[src/rtl/sram_word_controller_if.sv]
`default_nettype none
// ============================================================================
// Module      : sram_word_controller_if
// Description : MEM-stage side of the SRAM word controller. Carries the
//               read/write request, byte address, store data, the last read
//               word and the ready (pipeline un-freeze) indication.
//   rd_en      : read request, held while ready = 0
//   wr_en      : write request, held while ready = 0
//   address    : CPU byte address
//   write_data : store data
//   read_data  : last completed read word
//   ready      : 1 = pipeline may advance, 0 = freeze
//   master     : the pipeline side
//   slave      : the controller side
// Revision    : 1.0 - initial release
// ============================================================================
interface sram_word_controller_if;
    logic        rd_en;
    logic        wr_en;
    logic [31:0] address;
    logic [31:0] write_data;
    logic [31:0] read_data;
    logic        ready;

    modport master (
        output rd_en, wr_en, address, write_data,
        input  read_data, ready
    );

    modport slave (
        input  rd_en, wr_en, address, write_data,
        output read_data, ready
    );
endinterface
`default_nettype wire

[src/rtl/sram_word_controller.sv]
`default_nettype none
// ============================================================================
// Module      : sram_word_controller
// Description : Services 32-bit MEM-stage accesses from a 16-bit asynchronous
//               SRAM as two sequenced half-word accesses (LOW then HIGH).
//               Holds ready low while an access is in flight.
// Ports       :
//   clk         : sole clock, rising edge
//   rst         : synchronous active-high reset
//   bus         : request/response interface (slave modport)
//   sram_addr   : SRAM half-word address {word, half}
//   sram_dq_out : data driven onto the SRAM bus during write phases
//   sram_dq_oe  : 1 while the controller drives the SRAM data bus
//   sram_dq_in  : data returned by the SRAM
//   sram_we_n   : active-low SRAM write strobe
// Revision    : 1.0 - initial release
// ============================================================================
module sram_word_controller #(
    parameter int BASE_ADDR     = 1024,
    parameter int ACCESS_CYCLES = 2,
    parameter int SRAM_ADDR_W   = 18
) (
    input  wire logic                   clk,
    input  wire logic                   rst,
    sram_word_controller_if.slave       bus,
    output logic [SRAM_ADDR_W-1:0]      sram_addr,
    output logic [15:0]                 sram_dq_out,
    output logic                        sram_dq_oe,
    input  wire logic [15:0]            sram_dq_in,
    output logic                        sram_we_n
);

    localparam int               c_cnt_w    = (ACCESS_CYCLES > 1) ? $clog2(ACCESS_CYCLES) : 1;
    localparam logic [c_cnt_w-1:0] c_cnt_last = c_cnt_w'(ACCESS_CYCLES - 1);
    localparam logic [31:0]      c_base     = 32'(BASE_ADDR);

    typedef enum logic [1:0] {
        S_IDLE = 2'd0,
        S_LOW  = 2'd1,
        S_HIGH = 2'd2,
        S_DONE = 2'd3
    } state_t;

    state_t                   r_state;
    state_t                   w_state_next;
    logic [c_cnt_w-1:0]       r_cnt;
    logic [c_cnt_w-1:0]       w_cnt_next;
    logic                     r_is_write;
    logic                     r_half;
    logic [SRAM_ADDR_W-2:0]   r_word;
    logic [31:0]              r_wdata;
    logic [15:0]              r_rd_low;
    logic [31:0]              r_read_data;
    logic                     w_ready;

    logic                     w_req;
    logic [31:0]              w_offset;
    logic                     w_phase_end;
    logic                     w_in_phase;
    logic                     w_unused_offset;

    assign w_req       = bus.rd_en | bus.wr_en;
    // Byte offset from the SRAM base, wrapping modulo 2^32; bits [1:0] and
    // the word bits above the SRAM range are intentionally discarded.
    assign w_offset    = bus.address - c_base;
    assign w_unused_offset = ^{w_offset[31:SRAM_ADDR_W+1], w_offset[1:0]};
    assign w_phase_end = (r_cnt == c_cnt_last);
    assign w_in_phase  = (r_state == S_LOW) || (r_state == S_HIGH);

    assign bus.ready     = w_ready;
    assign bus.read_data = r_read_data;

    // ------------------------------------------------------------------
    // State register and datapath
    // ------------------------------------------------------------------
    always_ff @(posedge clk) begin
        if (rst) begin
            r_state     <= S_IDLE;
            r_cnt       <= '0;
            r_is_write  <= 1'b0;
            r_half      <= 1'b0;
            r_word      <= '0;
            r_wdata     <= '0;
            r_rd_low    <= '0;
            r_read_data <= '0;
        end else begin
            r_state <= w_state_next;
            r_cnt   <= w_cnt_next;

            // Type, address and store data are frozen for the whole access
            // so input changes while ready = 0 have no effect.
            if (r_state == S_IDLE && w_req) begin
                r_is_write <= bus.wr_en;
                r_word     <= w_offset[SRAM_ADDR_W:2];
                r_wdata    <= bus.write_data;
                r_half     <= 1'b0;
            end

            if (r_state == S_LOW && w_phase_end) begin
                r_half <= 1'b1;
                if (!r_is_write) begin
                    r_rd_low <= sram_dq_in;
                end
            end

            // The low half is staged so read_data only changes once the
            // complete word is available.
            if (r_state == S_HIGH && w_phase_end && !r_is_write) begin
                r_read_data <= {sram_dq_in, r_rd_low};
            end
        end
    end

    // ------------------------------------------------------------------
    // Next-state and ready
    // ------------------------------------------------------------------
    always_comb begin
        w_state_next = r_state;
        w_cnt_next   = r_cnt;
        w_ready      = 1'b0;
        case (r_state)
            S_IDLE: begin
                w_cnt_next = '0;
                if (w_req) begin
                    w_state_next = S_LOW;
                end else begin
                    w_ready = 1'b1;
                end
            end
            S_LOW: begin
                if (w_phase_end) begin
                    w_state_next = S_HIGH;
                    w_cnt_next   = '0;
                end else begin
                    w_cnt_next = r_cnt + c_cnt_w'(1);
                end
            end
            S_HIGH: begin
                if (w_phase_end) begin
                    w_state_next = S_DONE;
                    w_cnt_next   = '0;
                end else begin
                    w_cnt_next = r_cnt + c_cnt_w'(1);
                end
            end
            S_DONE: begin
                w_ready      = 1'b1;
                w_state_next = S_IDLE;
            end
            default: begin
                w_state_next = S_IDLE;
                w_cnt_next   = '0;
            end
        endcase
    end

    // ------------------------------------------------------------------
    // SRAM pin decode: purely from registered state, so every cycle of a
    // phase presents identical pin values. r_word/r_half keep the address
    // stable in IDLE and DONE.
    // ------------------------------------------------------------------
    always_comb begin
        sram_addr   = {r_word, r_half};
        sram_we_n   = 1'b1;
        sram_dq_oe  = 1'b0;
        sram_dq_out = 16'h0000;
        if (w_in_phase && r_is_write) begin
            sram_we_n   = 1'b0;
            sram_dq_oe  = 1'b1;
            sram_dq_out = r_half ? r_wdata[31:16] : r_wdata[15:0];
        end
    end

endmodule
`default_nettype wire

[src/flat_wrapper.sv]
// flat-port wrapper written by rule: the top's interface ports become plain ports
module sram_word_controller_flat 
#(
    parameter int BASE_ADDR     = 1024,
    parameter int ACCESS_CYCLES = 2,
    parameter int SRAM_ADDR_W   = 18
)
  (clk, rst, sram_addr, sram_dq_out, sram_dq_oe, sram_dq_in, sram_we_n, bus_rd_en, bus_wr_en, bus_address, bus_write_data, bus_read_data, bus_ready);
  sram_word_controller_if bus_i ();
  input  wire logic clk;
  input  wire logic rst;
  output logic [SRAM_ADDR_W-1:0] sram_addr;
  output logic [15:0] sram_dq_out;
  output logic sram_dq_oe;
  input  wire logic [15:0] sram_dq_in;
  output logic sram_we_n;
  input wire logic [$bits(bus_i.rd_en)-1:0] bus_rd_en;
  input wire logic [$bits(bus_i.wr_en)-1:0] bus_wr_en;
  input wire logic [$bits(bus_i.address)-1:0] bus_address;
  input wire logic [$bits(bus_i.write_data)-1:0] bus_write_data;
  output wire logic [$bits(bus_i.read_data)-1:0] bus_read_data;
  output wire logic [$bits(bus_i.ready)-1:0] bus_ready;
  assign bus_i.rd_en = bus_rd_en;
  assign bus_i.wr_en = bus_wr_en;
  assign bus_i.address = bus_address;
  assign bus_i.write_data = bus_write_data;
  assign bus_read_data = bus_i.read_data;
  assign bus_ready = bus_i.ready;
  sram_word_controller #(.BASE_ADDR(BASE_ADDR), .ACCESS_CYCLES(ACCESS_CYCLES), .SRAM_ADDR_W(SRAM_ADDR_W)) u_core (.clk(clk), .rst(rst), .bus(bus_i), .sram_addr(sram_addr), .sram_dq_out(sram_dq_out), .sram_dq_oe(sram_dq_oe), .sram_dq_in(sram_dq_in), .sram_we_n(sram_we_n));
endmodule
[config.mk]
export PLATFORM = sky130hd
export DESIGN_NAME = sram_word_controller_flat
export DESIGN_NICKNAME = d
export VERILOG_FILES = /design/src/rtl/sram_word_controller_if.sv /design/src/rtl/sram_word_controller.sv /design/src/flat_wrapper.sv
export SDC_FILE = /design/constraint.sdc
export NUM_CORES = 1
export LEC_CHECK = 0
export BUFFER_PORTS_ARGS = -buffer_cell sky130_fd_sc_hd__clkbuf_2
export CORE_ASPECT_RATIO = 1.5
export CORE_UTILIZATION = 25
export DETAILED_ROUTE_END_ITERATION = 8
export PLACE_DENSITY = 0.51
export SLEW_MARGIN = 5
export SYNTH_ARGS = -nofsm -noshare
export SYNTH_HDL_FRONTEND = slang
export SYNTH_SLANG_ARGS = --single-unit
export TNS_END_PERCENT = 20
[constraint.sdc]
create_clock -name clk -period 2.1 [get_ports clk]
set_clock_uncertainty 0.1 [all_clocks]
set_input_delay 0.42 -clock clk [delete_from_list [all_inputs] [get_ports clk]]
set_output_delay 0.42 -clock clk [all_outputs]
set_load 0.1 [all_outputs]
=== After elaboration in Yosys (flattened, before gate mapping) ===
Cells that the tools add are included.

* Register bits after elaboration: 102
* Latch bits: 0
* Bits in writable memories: 0
* Memory bits (read-only): 0
* Input port bits: 84
* Output and inout port bits: 69
* Word-level logic and storage cells: 45
* Memories: 0

* $add $sub $neg: 2
* $mul: 0
* Divide/modulo/power cells: 0
* Magnitude comparators: 0
* Eq/ne operators: 6
* Shifts and indexed selects: 0
* Muxes and demuxes: 14
* Bitwise operators: 2
* Reduce and logical (&&, ||, !) cells: 13

{| class="wikitable"
|+ Operators by type and width
! kind !! count
|-
| $mux 16 || 2
|-
| $sub 19x11->19 const B || 1
|-
| $pmux 2 s4 || 1
|-
| $mux 1 || 6
|-
| $mux 2 || 3
|-
| $ne 2x1->1 const B || 3
|-
| $logic_and 1x1->1 || 5
|-
| $eq 2x2->1 const B || 2
|-
| $pmux 1 s2 || 2
|-
| $reduce_bool 2->1 || 2
|-
| $reduce_and 3->1 || 1
|-
| $eq 2x1->1 const B || 1
|-
| $logic_not 2->1 || 1
|-
| $reduce_and 2->1 || 1
|-
| $reduce_or 2->1 || 1
|-
| $add 1x1->1 const B || 1
|-
| $logic_not 1->1 || 1
|-
| $logic_or 1x1->1 || 1
|-
| $not 1->1 || 1
|-
| $or 1x1->1 || 1
|}

=== Logic depth before layout (Yosys ltp) ===
Gate-level depths: netlist of the first run.

* Depth in word-level cells: 4
* Mapped depth: 7

=== Least setup slack after synthesis of the first run ===
Ideal clock, no wire load.

* Path type: register to output
* Start: reg u_core.r_state[0]
* End: out sram_dq_out[10]
* Arrival time: 3.010 ns
* Data required time: 1.580 ns
* Slack: -1.430 ns
* Stages on the path, launching flop included: 6
* Path through: dfxtp_1 -> inv_1 -> ha_1 -> nand2_1 -> clkbuf_1 -> nor2_1

* Longest elaborated chain between the ends: 4

{| class="wikitable"
|+ RTL lines
! what !! RTL line !! source
|-
| start: declaration || sram_word_controller.sv:44 || <nowiki>state_t r_state;</nowiki>
|-
| start signal: assignment || sram_word_controller.sv:87 || <nowiki>r_state <= w_state_next;</nowiki>
|-
| $eq 2x1->1 / $eq 2x2->1 (equally long branches) || sram_word_controller.sv:68 || <nowiki>assign w_in_phase = (r_state == S_LOW) || (r_state == S_HIGH);</nowiki>
|-
| $logic_or 1x1->1 (*) || sram_word_controller.sv:68 ||
|-
| $logic_and 1x1->1 (*) || sram_word_controller.sv:167 || <nowiki>if (w_in_phase && r_is_write) begin</nowiki>
|-
| $mux 16 (*) || sram_word_controller.sv:167 ||
|-
| end: declaration || flat_wrapper.sv:13 || <nowiki>output logic [15:0] sram_dq_out;</nowiki>
|}

Mark *: on every way between the ends. The rest lies on a longest branch, timed or not.

=== Worst setup path in the final report of the first run ===
* Start: reg u_core.r_state[1]
* End: out bus_ready

* Longest elaborated chain between the ends: 2

{| class="wikitable"
|+ RTL lines
! what !! RTL line !! source
|-
| $eq 2x2->1 / $logic_not 2->1 (equally long branches) || sram_word_controller.sv:121 || <nowiki>case (r_state)</nowiki>
|-
| $pmux 1 s2 (*) || sram_word_controller.sv:121 ||
|-
| end: declaration || flat_wrapper.sv:22 || <nowiki>output wire logic [$bits(bus_i.ready)-1:0] bus_ready;</nowiki>
|}

Marked as above.

==> results of run 1 <==
[critical path: cells and delay by family, from the launching register on]
| kind | cells | cell delay [ns] |
|---|---|---|
| and+or+nand+nor | 1 | 0.39 |
| DFF | 1 | 0.34 |
| AOI/OAI and AO/OA | 1 | 0.16 |
| buffers and inverters | 2 | 0.27 |
| adders and majority gates | 1 | 0.13 |
[metal layers]
layer,part of all wire (%),up-vias,wire length (um),GRT usage [%]
met3,4.8,8,537,3.09
met1,40,1768,4560,15.4
met4,1.1,0,121,4.83
met5,0,-,0,0
li1,-,1922,-,-
met2,54,104,6060,26.9
[power breakdown]
| group | internal, mW | switching [mW] | total [mW] |
|---|---|---|---|
| combinational | 0.925 | 2.34 | 3.27 |
| clock | 1.11 | 0.724 | 1.84 |
| sequential | 2.27 | 0.211 | 2.48 |
| total | 4.31 | 3.28 | 7.58 |
[cells by family after synthesis]
kind of cell | Yosys count | synth area share [%]
simple gates | 227 | 23.2
xor+xnor | 2 | 0.442
fa+ha+maj | 5 | 1.58
buf+inv | 42 | 4.26
flops | 102 | 51.5
compound gates | 110 | 14.9
mux | 16 | 4.04
[synth_stat cells, types with 2 or more instances]
| library cell | number |
|---|---|
| mux2i_1 | 16 |
| inv_1 | 6 |
| buf_2 | 6 |
| xnor2_1 | 2 |
| and4_1 | 3 |
| nor2_1 | 28 |
| dfxtp_1 | 102 |
| nand2_1 | 181 |
| a21oi_1 | 93 |
| ha_1 | 5 |
| a211oi_1 | 8 |
| and3b_1 | 2 |
| nor4_1 | 4 |
| clkbuf_1 | 29 |
| a311oi_1 | 2 |
| nor3b_1 | 2 |
| nand3b_1 | 2 |
[registers in the layout, indices dropped and copies added (netlist names)]
register              flops
u_core.bus.read_data     32
u_core.r_is_write         1
u_core.r_cnt              1
u_core.r_word            17
u_core.r_wdata           32
u_core.r_state            2
u_core.r_rd_low          16
u_core.r_half             1
[path summary, 6_finish.rpt]
path	endpoint	slack, ns
setup reg to reg	u_core.r_wdata[26]$_SDFFE_PP0P_	0.30
hold reg to reg	u_core.bus.read_data[14]$_SDFFE_PP0P_	0.35
setup / recovery	bus_ready	-0.04
hold / removal	u_core.r_word[4]$_SDFFE_PP0P_	0.19
[layout by cell type (no fill, tap or decap), types with 2 or more instances in the layout]
| master | count |
|---|---|
| clkinvlp_4 | 2 |
| nor3b_1 | 2 |
| clkbuf_8 | 2 |
| inv_1 | 3 |
| a211oi_1 | 8 |
| nand2_1 | 180 |
| bufinv_16 | 2 |
| dfxtp_1 | 99 |
| clkbuf_2 | 116 |
| xnor2_1 | 2 |
| buf_12 | 23 |
| a311oi_1 | 2 |
| and3b_1 | 2 |
| ha_1 | 4 |
| clkbuf_16 | 9 |
| inv_2 | 2 |
| nor2_4 | 16 |
| and4_1 | 3 |
| dfxtp_2 | 3 |
| nand3b_1 | 2 |
| a21oi_1 | 92 |
| nor4_1 | 4 |
| mux2i_1 | 15 |
| nor2_1 | 12 |
| nand2_8 | 2 |
| buf_4 | 15 |
[through the flow]
stage | std cells | hold slack (ns) | utilization [%] | power (mW) | TNS [ns]
after CTS | 842 | 0.174 | 37.0 | 7.69 | -0.981
after floorplan | 504 | 0.332 | - | 4.85 | 0
after global routing | 843 | 0.192 | 37.1 | 8.02 | -1.71
after global placement | 818 | 0.336 | 34.4 | 5.57 | 0
after detailed placement | 818 | 0.346 | 34.4 | 5.62 | 0
final | 843 | 0.194 | 37.1 | 7.58 | -0.266
[final cells by class]
| type | instances | share of cell area [%] |
|---|---|---|
| Sequential cell | 102 | 35.4 |
| Multi-Input combinational cell | 362 | 34.0 |
| Timing Repair Buffer | 154 | 20.0 |
| Clock buffer | 12 | 4.44 |
| Tap cell | 203 | 4.40 |
| Clock inverter | 4 | 1.32 |
| Inverter | 6 | 0.455 |
[timing repair]
action	4_1_cts	5_1_grt
endpoints found under the setup margin	19	18
pin swaps	9	2
cloned	2	0
gates resized for setup	2	1
buffers inserted	6	1
==> reports/results.ini, run 1 <==
[worst_setup_path]
ff2ff_path_depth=7
crit_type=flop to primary output
worstSetupStartpointType=flop
slowest_delay_ns=0.39
arrival_ns=1.62
worstPathMaxFanout=3
required_ns=1.58
end_kind=primary output
crit_start=u_core.r_state[1]$_SDFFE_PP0P_
regToRegStartpoint=u_core.r_state[1]$_SDFFE_PP0P_
worstPathCellList=inv_2, ha_4, or3b_4, a21oi_4, buf_12
cp_slowest_cell=or3b_4

[pwr]
ir_drop_mv=0.580
p_leak_nw=2.25
power_density_mw_per_mm2=1310

[clock_network]
htree_levels=3
cts_tree=done
cts.sinks=102
worstSkewPairLatency_ns=0.34
cts_buffer_depth=2
clkTransAtPathRegs_ns=0.07
numCtsBuffers=9
root_buffer=clkbuf_16
hold_buffers=0

[floorplanning]
start_util_pct=25.5
rows=56
die_h_um=156
core_area_mm2=0.0156
io_pins=153
die_area_mm2=0.0164
die_w_um=105

[grt]
grt_usage_pct=14.2
grt_pass1_vias=3803
grt_max_degree=64
overflow=0
grt_first_pass_wirelength_mm=18.5
antenna_found_initial=0

[placed_design]
portBuffers=137
place_ws_ns=0.210
dp_hpwl_mm=7.83
placed_area_mm2=0.00535
gp_congestion=0.751

[synth]
async_flop_share_pct=0
syn_avg_cell_area_um2=7.86
synth_warnings=0
synth_edf_count=0
syn-cell-area_mm2=0.00396
syn_inst=504
synth_cell_types=30
synth_nets=593
synth.area.top_cells=dfxtp_1 (52%), nand2_1 (17%), a21oi_1 (12%)
ys_seq_area_share_pct=51.5
synth-main-ff-cell=dfxtp_1
synth_top_area_share_pct=51.5
ys_ff_latch=102
yosys.area.top_type=dfxtp_1

[worst_hold_path]
hp-start=bus_address[6]
worstHoldPathCells=3
hp-class=input port to flop

[sta]
setup_slack_ns=-0.0435
layout_min_cycle_time_ns=2.14
fmax_mhz=467
worst_pin_slew_ns=0.557
max_slew_margin_pct=63.0
setup_viol=14
finalMaxSlewViolations=0
period_share_pct=102
rsz0062_at_grt=true
hold_viol_final=0

[final_layout]
syn2layout_area_growth_pct=45.7
drive_gt1_share_pct=31.4
nets=724
antenna_cells=0
multiInputGateArea_mm2=0.00196
register_area_mm2=0.00205
final.fill_count=1673
fin_area_mm2=0.00577

[route]
vias_per_cell=4.51
drc=0
totalWireLength_mm=11.3
dr.pass1.iters=4
drtIter0Drc=129
ant_nets=0
num_vias=3802
wl_per_cell_um=13.4

[outcome]
violations=negative setup slack
status=finished with violations

[flow_run]
cap_violations=0

No activity file was read; power rests on OpenSTA's default activity.
==> run 2: changes to the inputs <==
- MAX_ROUTING_LAYER: not set -> met4
==> reports/results.ini, run 2 (same netlist as run 1, synthesis figures left out) <==
[outcome]
status=finished with violations
violations=negative setup slack

[clock_network]
cts_buffer_depth=2
clkTransAtPathRegs_ns=0.07
root_buffer=clkbuf_16
htree_levels=3
worstSkewPairLatency_ns=0.34
hold_buffers=0
cts_tree=done
numCtsBuffers=9
cts.sinks=102

[floorplanning]
core_area_mm2=0.0156
start_util_pct=25.5
die_w_um=105
die_area_mm2=0.0164
io_pins=153
die_h_um=156
rows=56

[grt]
grt_first_pass_wirelength_mm=18.5
grt_pass1_vias=3800
overflow=0
grt_max_degree=64
grt_usage_pct=14.6
antenna_found_initial=0

[worst_setup_path]
timing.rr.end=u_core.r_wdata[26]$_SDFFE_PP0P_
end_kind=primary output
r2r_slack_ns=0.30
required_ns=1.58
crit_type=flop to primary output
worstSetupStartpointType=flop
crit_start=u_core.r_state[1]$_SDFFE_PP0P_
ff2ff_path_depth=7
regToRegStartpoint=u_core.r_state[1]$_SDFFE_PP0P_
worstPathMaxFanout=3
arrival_ns=1.62

[sta]
hold_viol_final=0
hold_slack_ns=0.194
layout_min_cycle_time_ns=2.14
setup_slack_ns=-0.0436
fmax_mhz=467
setup_viol=14
finalMaxSlewViolations=0
period_share_pct=102
fin_tns_setup_ns=-0.269
rsz0062_at_grt=true
worst_pin_slew_ns=0.557
max_slew_margin_pct=63.0

[final_layout]
drive_gt1_share_pct=31.4
antenna_cells=0
postLayoutCoreUtil_pct=37.1
mostFrequentLayoutCells=nand2_1 (180), clkbuf_2 (116), dfxtp_1 (99)
final_common_cell=nand2_1
nets=724
final.fill_count=1673
syn2layout_area_growth_pct=45.7

[pwr]
p_leak_nw=2.25
ir_drop_mv=0.580
power_density_mw_per_mm2=1310

[placed_design]
dp_hpwl_mm=7.83
portBuffers=137
gp_congestion=0.761

[worst_hold_path]
worstHoldPathCells=3
hp-start=bus_address[6]
holdPathEnd=u_core.r_word[4]$_SDFFE_PP0P_
hp-class=input port to flop

[route]
ant_nets=0
vias_per_cell=4.50
drtIter0Drc=135
totalWireLength_mm=11.3
num_vias=3794
dr.pass1.iters=4
drc=0
wl_per_cell_um=13.4

[flow_run]
cap_violations=0

## run 2: cell counts in the layout (fill, tap and decap cells not counted)
Identical to the previous run, type by type.
## run 2: metrics by stage
| stage | instance area (um2) | setup slack, ns | instances | power (mW) |
|---|---|---|---|---|
| floorplan | 4150 | 0.00170 | 504 | 4.85 |
| global placement | 5350 | 0.232 | 818 | 5.57 |
| detailed placement | 5350 | 0.210 | 818 | 5.62 |
| CTS | 5760 | -0.0847 | 842 | 7.69 |
| global route | 5770 | -0.111 | 843 | 8.02 |
| finish | 5770 | -0.0436 | 843 | 7.58 |
## run 2: repair_timing
| item | 4_1_cts | 5_1_grt |
|---|---|---|
| gates cloned | 2 | 0 |
| setup endpoints to repair | 19 | 18 |
| setup buffers | 6 | 1 |
| gates resized for setup | 2 | 1 |
| pin swaps | 9 | 2 |
## run 2: worst max-delay path by stage
stage | end | slack (ns) | depth (start not counted)
6_report | bus_ready | -0.04 | 5
5_1_grt | bus_ready | -0.11 | 5
4_1_cts | bus_ready | -0.08 | 5
3_5_place_dp | sram_dq_out[2] | 0.21 | 5
3_3_place_gp | bus_ready | 0.23 | 4
2_1_floorplan | sram_dq_out[10] | 0.002 | 5
## run 2: power by group
group / leakage [nW] / internal, mW / switching [mW]
clock: 0.159 / 1.11 / 0.722
combinational: 1.25 / 0.925 / 2.34
sequential: 0.833 / 2.27 / 0.211
## run 2: metal layers
metal	part of all wire [%]	global-route usage (%)
met1	41	15.5
met2	54	26.8
met3	4.5	2.97
met5	0	-
met4	1.1	4.83
## run 2: area by class of cell
cell class                      instances  area, um2  share of cell area (%)
Clock inverter                          4       76.3                    1.32
Clock buffer                           12        256                    4.44
Multi-Input combinational cell        362       1960                    34.0
Inverter                                6       26.3                   0.455
Sequential cell                       102       2050                    35.4
Timing Repair Buffer                  154       1150                    20.0
Tap cell                              203        254                    4.40
## run 2: critical path: stages, from the launching register on
cell and delay, ns:
dfxtp_2 0.34, inv_2 0.08, ha_4 0.13, or3b_4 0.39
a21oi_4 0.16, buf_12 0.19
==> run 3: changes to the inputs <==
- CORE_ASPECT_RATIO: 1.5 -> 0.9
==> reports/results.ini, run 3 (same netlist as run 1, synthesis figures left out) <==
[sta]
setup_viol=18
fin_tns_setup_ns=-0.485
rsz0062_at_grt=true
layout_min_cycle_time_ns=2.15
period_share_pct=102
setup_slack_ns=-0.0502
max_slew_margin_pct=59.2
hold_viol_final=0
worst_pin_slew_ns=0.612
fmax_mhz=465
hold_slack_ns=0.190
finalMaxSlewViolations=0

[grt]
antenna_found_initial=0
overflow=0
use_met3_pct=2.97
grtUsageMet1_pct=19.2
grt_usage_pct=14.7
grt_first_pass_wirelength_mm=18.3
use_met2_pct=22.5
grt_pass1_vias=3641
grt_max_degree=52
top_usage_layer=met2

[pwr]
power_density_mw_per_mm2=1330
p_leak_nw=2.28
ir_drop_mv=0.805
p_total_mw=7.75

[clock_network]
numCtsBuffers=9
root_buffer=clkbuf_16
cts.sinks=102
cts_tree=done
cts_buffer_depth=2
worstSkewPairLatency_ns=0.35
htree_levels=3
hold_buffers=0
clkTransAtPathRegs_ns=0.07

[worst_setup_path]
required_ns=1.58
timing.rr.end=u_core.r_word[16]$_SDFFE_PP0P_
crit_family=simple AND/OR/NAND/NOR gates
worstPathCellList=inv_2, ha_4, or3b_4, a21oi_4, buf_12
crit_type=flop to primary output
crit_end=bus_ready
ff2ff_path_depth=7
worstSetupPathDepth=5
arrival_ns=1.63
slowest_delay_ns=0.39
worstSetupStartpointType=flop
end_kind=primary output
regToRegStartpoint=u_core.r_state[1]$_SDFFE_PP0P_
critPathBufInv=2
cp_slowest_cell=or3b_4
worstPathMaxFanout=2
crit_start=u_core.r_state[1]$_SDFFE_PP0P_
r2r_slack_ns=0.32

[floorplanning]
io_pins=153
start_util_pct=25.7
die_area_mm2=0.0164
die_h_um=121
die_w_um=135
rows=43
core_area_mm2=0.0154

[flow_run]
cap_violations=0

[outcome]
status=finished with violations
violations=negative setup slack

[final_layout]
drive_gt1_share_pct=31.7
final_common_cell=nand2_1
mostFrequentLayoutCells=nand2_1 (180), clkbuf_2 (116), dfxtp_1 (99)
postLayoutCoreUtil_pct=37.8
syn2layout_area_growth_pct=47.4
antenna_cells=0
nets=727

[route]
drtIter0Drc=153
wl_per_cell_um=13.3
totalWireLength_mm=11.2
dr.pass1.iters=4
vias_per_cell=4.48
num_vias=3782
ant_nets=0
drc=0

[placed_design]
gp_congestion=0.730
dp_hpwl_mm=7.77
portBuffers=137

[worst_hold_path]
hp-class=input port to flop
worstHoldPathCells=3

run 3: cell count changes in the layout (fill, tap and decap cells not counted):
cell        before  now
clkinvlp_4       2    1
clkinv_2         0    1
bufinv_16        2    3
buf_12          23   24
mux2i_1         15   16
clkbuf_1         1    0
buf_4           15   16
nand2_8          2    3
mux2i_2          1    0
run 3: worst min-delay path by stage:
stage                                                 endpoint  slack [ns]                       startpoint
after floorplan           u_core.bus.read_data[0]$_SDFFE_PP0P_        0.33  u_core.r_rd_low[0]$_SDFFE_PP0P_
after global placement    u_core.bus.read_data[2]$_SDFFE_PP0P_        0.34  u_core.r_rd_low[2]$_SDFFE_PP0P_
after detailed placement  u_core.bus.read_data[2]$_SDFFE_PP0P_        0.34  u_core.r_rd_low[2]$_SDFFE_PP0P_
after CTS                      u_core.r_wdata[27]$_SDFFE_PP0P_        0.17               bus_write_data[27]
after global routing           u_core.r_wdata[17]$_SDFFE_PP0P_        0.19               bus_write_data[17]
final                          u_core.r_wdata[27]$_SDFFE_PP0P_        0.19               bus_write_data[27]
run 3: report_power, final:
part,total [mW],switching [mW],internal [mW]
clock network,1.97,0.738,1.23
registers,2.48,0.214,2.27
logic,3.30,2.36,0.937
run 3: worst min-delay path, delay by kind of cell:
| family | cells | cell delay [ns] |
|---|---|---|
| compound gates | 1 | 0.05 |
| buf+inv | 1 | 0.08 |
| simple gates | 1 | 0.04 |
run 3: layout make-up:
class | count | area, um2
multi-input combinational | 363 | 1980
tap | 202 | 253
clock inverter | 5 | 104
timing repair buffer | 156 | 1180
fill | 1564 | 9600
clock buffer | 11 | 253
inverter | 6 | 26.3
sequential | 102 | 2050
run 3: layer usage:
metal / vias to the layer above / wire, um
met2: 77 / 5310
met5: - / 0
met4: 0 / 191
li1: 1929 / -
met1: 1763 / 5260
met3: 13 / 444
run 3: through the flow:
stage | cells | setup slack [ns] | area, um2
3_3_place_gp | 819 | 0.244 | 5380
4_1_cts | 844 | -0.0761 | 5830
5_1_grt | 845 | -0.115 | 5840
2_1_floorplan | 504 | 0.00170 | 4150
6_report | 845 | -0.0502 | 5840
3_5_place_dp | 819 | 0.218 | 5380
run 3: repair_timing:
item,CTS,global route
gates cloned,2,1
pin swaps,10,2
setup endpoints to repair,19,19
endpoints found under the hold margin,0,0
buffers inserted,7,0
resized for setup,3,0
